## src/rtl/encode_display_pkg.sv

```systemverilog
// Shared seven-segment glyphs and digit-bank constants for the priority encoder display.
package encode_display_pkg;

  localparam int unsigned DIGITS = 4;

  // bit0..6 = a..g, bit7 = dp (always off)
  localparam logic [7:0] GLYPH_0     = 8'h3F;
  localparam logic [7:0] GLYPH_1     = 8'h06;
  localparam logic [7:0] GLYPH_2     = 8'h5B;
  localparam logic [7:0] GLYPH_3     = 8'h4F;
  localparam logic [7:0] GLYPH_4     = 8'h66;
  localparam logic [7:0] GLYPH_5     = 8'h6D;
  localparam logic [7:0] GLYPH_6     = 8'h7D;
  localparam logic [7:0] GLYPH_7     = 8'h07;
  localparam logic [7:0] GLYPH_8     = 8'h7F;
  localparam logic [7:0] GLYPH_9     = 8'h6F;
  localparam logic [7:0] GLYPH_DASH  = 8'h40;
  localparam logic [7:0] GLYPH_E     = 8'h79;
  localparam logic [7:0] GLYPH_H     = 8'h76;
  localparam logic [7:0] GLYPH_BLANK = 8'h00;

  typedef enum logic [2:0] {
    GlyphDigit,
    GlyphDash,
    GlyphE,
    GlyphH,
    GlyphBlank
  } glyph_sel_e;

endpackage

```

## src/rtl/seg7_decode.sv

```systemverilog
// Combinational glyph lookup: a decimal digit or a fixed status glyph to segment pattern.
module seg7_decode
  import encode_display_pkg::*;
(
  input  logic [3:0]  digit,
  input  glyph_sel_e  sel,
  output logic [7:0]  seg
);

  always_comb begin
    seg = GLYPH_BLANK;
    unique case (sel)
      GlyphDigit: begin
        case (digit)
          4'd0:    seg = GLYPH_0;
          4'd1:    seg = GLYPH_1;
          4'd2:    seg = GLYPH_2;
          4'd3:    seg = GLYPH_3;
          4'd4:    seg = GLYPH_4;
          4'd5:    seg = GLYPH_5;
          4'd6:    seg = GLYPH_6;
          4'd7:    seg = GLYPH_7;
          4'd8:    seg = GLYPH_8;
          4'd9:    seg = GLYPH_9;
          default: seg = GLYPH_BLANK;
        endcase
      end
      GlyphDash:  seg = GLYPH_DASH;
      GlyphE:     seg = GLYPH_E;
      GlyphH:     seg = GLYPH_H;
      GlyphBlank: seg = GLYPH_BLANK;
      default:    seg = GLYPH_BLANK;
    endcase
  end

endmodule

```

## src/rtl/priority_encode_scan.sv

```systemverilog
// Synchronised priority encoder (highest index wins) with optional hold, driving two
// scanned 4-digit seven-segment banks: decimal code on the left, status glyphs on the right.
module priority_encode_scan
  import encode_display_pkg::*;
#(
  parameter int unsigned N_IN     = 16,
  parameter int unsigned SCAN_DIV = 50000,
  localparam int unsigned IW      = $clog2(N_IN)
) (
  input  logic            clk,
  input  logic            rst,
  input  logic            n_EN,
  input  logic            hold,
  input  logic [N_IN-1:0] Datain,
  output logic [N_IN-1:0] switch_led,
  output logic [IW-1:0]   code,
  output logic            valid,
  output logic            ET,
  output logic [7:0]      a_to_g_left,
  output logic [7:0]      a_to_g_right,
  output logic [3:0]      leftseg,
  output logic [3:0]      rightseg
);

  localparam int unsigned CW = $clog2(SCAN_DIV);
  localparam int unsigned XW = $clog2(DIGITS);

  logic [N_IN-1:0] data_s1_q, data_s2_q;
  logic            nen_s1_q, nen_s2_q;
  logic [IW-1:0]   code_q, code_d, held_q, held_d, live_idx;
  logic            valid_q, valid_d, et_q, et_d, held_vld_q, held_vld_d, live_any;
  logic [CW-1:0]   cnt_q, cnt_d;
  logic [XW-1:0]   idx_q, idx_d;
  logic [7:0]      seg_left_q, seg_right_q, seg_left_c, seg_right_c;
  logic [6:0]      code_ext;
  logic [3:0]      units, tens, left_digit;
  glyph_sel_e      left_sel, right_sel;

  // Ascending scan so the last (highest) set bit overrides lower ones.
  always_comb begin
    live_idx = '0;
    live_any = 1'b0;
    for (int i = 0; i < int'(N_IN); i++) begin
      if (data_s2_q[i]) begin
        live_idx = IW'(i);
        live_any = 1'b1;
      end
    end
  end

  always_comb begin
    code_d     = '0;
    valid_d    = 1'b0;
    et_d       = 1'b0;
    held_d     = held_q;
    held_vld_d = held_vld_q;
    if (nen_s2_q) begin
      held_d     = '0;
      held_vld_d = 1'b0;
    end else if (live_any) begin
      code_d     = live_idx;
      valid_d    = 1'b1;
      held_d     = live_idx;
      held_vld_d = 1'b1;
    end else begin
      et_d = 1'b1;
      if (hold && held_vld_q) begin
        code_d  = held_q;
        valid_d = 1'b1;
      end
    end
  end

  always_comb begin
    cnt_d = cnt_q + 1'b1;
    idx_d = idx_q;
    if (cnt_q == CW'(SCAN_DIV - 1)) begin
      cnt_d = '0;
      idx_d = idx_q + 1'b1;
    end
  end

  // Code is below 64, so a 7-bit divide/modulo by 10 covers every legal width.
  assign code_ext = 7'(code_q);
  assign units    = 4'(code_ext % 7'd10);
  assign tens     = 4'(code_ext / 7'd10);

  // Glyphs are chosen for the upcoming digit index so segments and select change together.
  always_comb begin
    left_sel   = GlyphBlank;
    left_digit = units;
    right_sel  = GlyphBlank;
    unique case (idx_d)
      XW'(0): begin
        if (valid_q) left_sel = GlyphDigit;
        else         left_sel = GlyphDash;
        if (hold)    right_sel = GlyphH;
      end
      XW'(1): begin
        left_digit = tens;
        if (!valid_q)          left_sel = GlyphDash;
        else if (tens != 4'd0) left_sel = GlyphDigit;
        if (nen_s2_q)          right_sel = GlyphE;
      end
      default: ;
    endcase
  end

  seg7_decode u_left_decode (
    .digit (left_digit),
    .sel   (left_sel),
    .seg   (seg_left_c)
  );

  seg7_decode u_right_decode (
    .digit (4'd0),
    .sel   (right_sel),
    .seg   (seg_right_c)
  );

  always_ff @(posedge clk) begin
    if (rst) begin
      data_s1_q   <= '0;
      data_s2_q   <= '0;
      nen_s1_q    <= 1'b0;
      nen_s2_q    <= 1'b0;
      code_q      <= '0;
      valid_q     <= 1'b0;
      et_q        <= 1'b0;
      held_q      <= '0;
      held_vld_q  <= 1'b0;
      cnt_q       <= '0;
      idx_q       <= '0;
      seg_left_q  <= GLYPH_BLANK;
      seg_right_q <= GLYPH_BLANK;
    end else begin
      data_s1_q   <= Datain;
      data_s2_q   <= data_s1_q;
      nen_s1_q    <= n_EN;
      nen_s2_q    <= nen_s1_q;
      code_q      <= code_d;
      valid_q     <= valid_d;
      et_q        <= et_d;
      held_q      <= held_d;
      held_vld_q  <= held_vld_d;
      cnt_q       <= cnt_d;
      idx_q       <= idx_d;
      seg_left_q  <= seg_left_c;
      seg_right_q <= seg_right_c;
    end
  end

  assign switch_led   = data_s2_q;
  assign code         = code_q;
  assign valid        = valid_q;
  assign ET           = et_q;
  assign a_to_g_left  = seg_left_q;
  assign a_to_g_right = seg_right_q;
  assign leftseg      = 4'b0001 << idx_q;
  assign rightseg     = 4'b0001 << idx_q;

endmodule

```

## config.mk

```make
export PLATFORM = sky130hd
export DESIGN_NAME = priority_encode_scan
export DESIGN_NICKNAME = d
export VERILOG_FILES = /design/src/rtl/encode_display_pkg.sv /design/src/rtl/seg7_decode.sv /design/src/rtl/priority_encode_scan.sv
export SDC_FILE = /design/constraint.sdc
export NUM_CORES = 1
export LEC_CHECK = 0
export ABC_AREA = 1
export BUFFER_PORTS_ARGS = -buffer_cell sky130_fd_sc_hd__buf_2
export CAP_MARGIN = 25
export CELL_PAD_IN_SITES_DETAIL_PLACEMENT = 0
export CELL_PAD_IN_SITES_GLOBAL_PLACEMENT = 1
export CORE_ASPECT_RATIO = 1.1
export CORE_UTILIZATION = 35
export DETAILED_ROUTE_END_ITERATION = 10
export GPL_TIMING_DRIVEN = 0
export PLACE_DENSITY = 0.81
export RECOVER_POWER = 25
export SLEW_MARGIN = 25
export SYNTH_ARGS = -nofsm -noshare
export SYNTH_HDL_FRONTEND = slang
export SYNTH_SLANG_ARGS = --single-unit
export TNS_END_PERCENT = 100
```

## constraint.sdc

```tcl
create_clock -name clk -period 2.2 [get_ports clk]
set_input_delay 0.44 -clock clk [delete_from_list [all_inputs] [get_ports clk]]
set_output_delay 0.44 -clock clk [all_outputs]
set_load 0.02 [all_outputs]
```

==> summary.txt <==
Yosys
  – Synth Area in Compound Gates: 0.06296
  – Flops & latches, synth: 74
  – Ys async rst share: 0
  – Syn. warnings: 0
  – Top FF cell, synth: dfxtp_1
  – Yosys cell types: 40
  – Main combinational cell family by area after synthesis: simple AND/OR/NAND/NOR gates
  – Adder-cell share of the synthesized area: 0.04468
  – Post-Synth Simple-Gate Area: 0.2571
  – Mux cell area share after synthesis: 0
  – Mapped Area: 3080 sq um
  – Post-Syn Instances: 396
  – Synth Area in XOR/XNOR: 0.01422
  – Post-synthesis sequential area ratio: 0.4809
  – Syn Area/Cell: 7.779 sq um
  – Post-synth EDFFs: 0

Hold path
  – Hold/Removal Path Class: in -> reg
  – HP Start: Datain[12]

Timing
  – Number of setup violations in the final report: 0
  – Max Freq: 477.8 MHz
  – Slew HR: 0.6252
  – Layout Skew: 0.009257 ns
  – Max Slew Vio Count: 0
  – Final Hold Fails: 0
  – Slew at the pin closest to its max-slew limit: 0.5563 ns
  – Final period utilization: 0.9513
  – Setup slack after layout: 0.1070 ns
  – Final min period: 2.093 ns
  – RSZ-0062 raised after global routing: true

Setup path
  – Setup crit end kind: flip-flop
  – Crit path kind: reg -> reg
  – Element type at the critical path start: flip-flop
  – Crit Reg-Reg Startpoint: cnt_q[1]$_SDFF_PP0_
  – CP max FO: 3
  – CP arrival: 2.37 ns
  – CP startpoint: cnt_q[1]$_SDFF_PP0_
  – Crit path required time: 2.48 ns

Pwr
  – Clk pwr share: 0.367
  – PD cells: 743.1 nW/um^2
  – Sequential power share: 0.499
  – Sw Ratio: 0.2716
  – Max VDD drop: 0.0003538 V
  – Overall Power: 2.899 mW
  – Power Internal: 2.112 mW
  – Standby leakage power: 1.980 nW
  – Gate power share: 0.134
  – Net switching power: 787.5 uW

Floorplanning
  – Initial Util: 0.3645
  – # IOs: 66
  – Core ar.: 8452 sq um
  – Row cnt: 35
  – Die Width: 91.45 microns
  – Die area: 9181 sq um
  – Die Y: 100.4 microns

Cells and area
  – # diodes: 0
  – Number of fillers in the final layout: 829
  – Fin nets: 514
  – Most common cell after layout, fill and taps aside: inv_1
  – Area Overhead vs Synth: 26.64%
  – Layout cells sized above 1: 0.3074
  – Most frequent cells in the layout: 81 x inv_1, 71 x nor2_1, 68 x dfxtp_1
  – Design area: 3901 sq um

Drt
  – Final ANT Viol Nets: 0
  – Vias: 2497
  – Drt via density: 4.169
  – DR WL/cell: 9.868 microns
  – DRC: 0
  – Initial DRC count: 37
  – Pre-antenna DRT Iters: 4
  – Post-Route WL: 5911 microns

Status
  – Outcome: finished, final reports clean

Flow run
  – Maxcap violations: 0

Global route
  – Total gr overflow: 0
  – First-pass GRT wire length: 9763 microns
  – Antenna violations before repair: 1
  – Vias in the first global route: 2316
  – Global Route Usage Sum: 0.1391
  – Largest net degree at the start of global routing: 14

Placement
  – Pre-CTS setup slack: -0.2815 ns
  – Placed cell area: 3533 sq um
  – Port-buffer cells: 62
  – Gpl congestion: 0.7980
  – HPWL after DPL: 4515 microns

Clocking
  – Htree depth: 3
  – Clk slew on worst S/H paths: 0.08 ns
  – # clock sinks: 74
  – Cts hold-fix bufs: 0
  – CTS tree: yes
  – CTS Buf Count: 9
  – Latest clock arrival within the worst-skew pair: 0.35 ns
  – Buffer depth of the longest clock path: 2
  – Root Buffer: clkbuf_8
-- power by group through the flow --
stage          Clock [mW]  Combinational (mW)  Sequential (mW)
3_3_place_gp            0               0.357             1.47
4_1_cts              1.10               0.377             1.44
2_1_floorplan           0               0.210             1.52
3_5_place_dp            0               0.364             1.47
5_1_grt              1.16               0.438             1.45
6_report             1.06               0.388             1.45
-- metrics by stage --
stage,instances,hold slack [ns],TNS (ns),util
after floorplan,397,0.3883,0,-
after global placement,570,0.3903,-0.5923,0.4181
after detailed placement,570,0.3925,-0.8423,0.4181
after CTS,592,0.2588,0,0.4496
after global routing,599,0.2578,-0.02733,0.4616
final,599,0.2795,0,0.4616
-- cells in the mapped netlist (all sizes together) (3+ instances only) --
library cell,count,share of area
or2,3,0.0061
clkbuf,5,0.0061
nand3,17,0.033
nand2,59,0.086
nor2,77,0.10
a21oi,12,0.022
ha,11,0.045
xor2,4,0.011
nor3,6,0.013
buf,10,0.023
a31oi,4,0.0081
nor4,3,0.0061
inv,90,0.11
o21ai,7,0.013
dfxtp,74,0.48
-- area by class of cell --
type / count / area, sq um / share of cell area
buffer: 15 / 90.09 / 0.02309
inverter: 90 / 345.3 / 0.08852
tap: 111 / 138.9 / 0.03560
clock inverter: 6 / 66.31 / 0.01700
clock buffer: 10 / 137.6 / 0.03528
multi-input combinational: 218 / 1224 / 0.3137
sequential: 74 / 1491 / 0.3823
timing repair buffer: 75 / 407.9 / 0.1046
-- path summary, 6_finish.rpt --
path | to | cells past startpoint | slack, ns
worst max register to register | a_to_g_left[6]$_SDFF_PP0_ | 19 | 0.11
worst min-delay path | data_s1_q[12]$_SDFF_PP0_ | 3 | 0.28
worst max-delay path | a_to_g_left[6]$_SDFF_PP0_ | 19 | 0.11
worst min register to register | switch_led[4]$_SDFF_PP0_ | 2 | 0.40
-- cells by family (layout without fill, tap and decap cells) --
group | Yosys count | count (layout)
AOI/OAI and AO/OA | 30 | 30
adders and majority gates | 11 | 11
xor gates and xnor gates | 5 | 5
other | 1 | 2
and+or+nand+nor | 170 | 170
buffers and inverters | 105 | 196
DFF | 74 | 74
-- sequential cells by signal (all words and copies together), names as in the netlist --
signal	flops
cnt_q	16
data_s1_q	16
switch_led	16
a_to_g_left	7
a_to_g_right	4
code	4
held_q	4
idx_q	2
ET	1
held_vld_q	1
nen_s1_q	1
nen_s2_q	1
valid	1
-- worst max-delay path, stage by stage (launching register included) --
cell and delay [ns]:
dfxtp_2 0.36, ha_4 0.15, nand2_4 0.05, inv_4 0.06, nand2_4 0.05, nor2_4 0.13
nand2_2 0.09, nand2_2 0.09, nand2_4 0.06, inv_4 0.06, nand2_4 0.06, inv_4 0.07
nand2_2 0.04, o21ai_2 0.06, inv_2 0.05, ha_2 0.16, nand3b_1 0.16, nand3_1 0.11
nand2_1 0.07, a21oi_2 0.14
-- routing by layer --
| metal | GRT usage | vias to the layer above | part of all wire |
|---|---|---|---|
| met5 | 0 | - | 0 |
| met4 | 0.08059 | 0 | 0.024 |
| met3 | 0.05455 | 11 | 0.066 |
| met2 | 0.2244 | 53 | 0.45 |
| met1 | 0.1565 | 1085 | 0.46 |
| li1 | - | 1348 | - |
-- what timing repair did --
item,4_1_cts,5_1_grt
gates cloned,0,0
setup buffers,6,7
pin swaps,4,8
resized for setup,10,17
setup endpoints to repair,6,6
(Power assumes the default switching activity.)
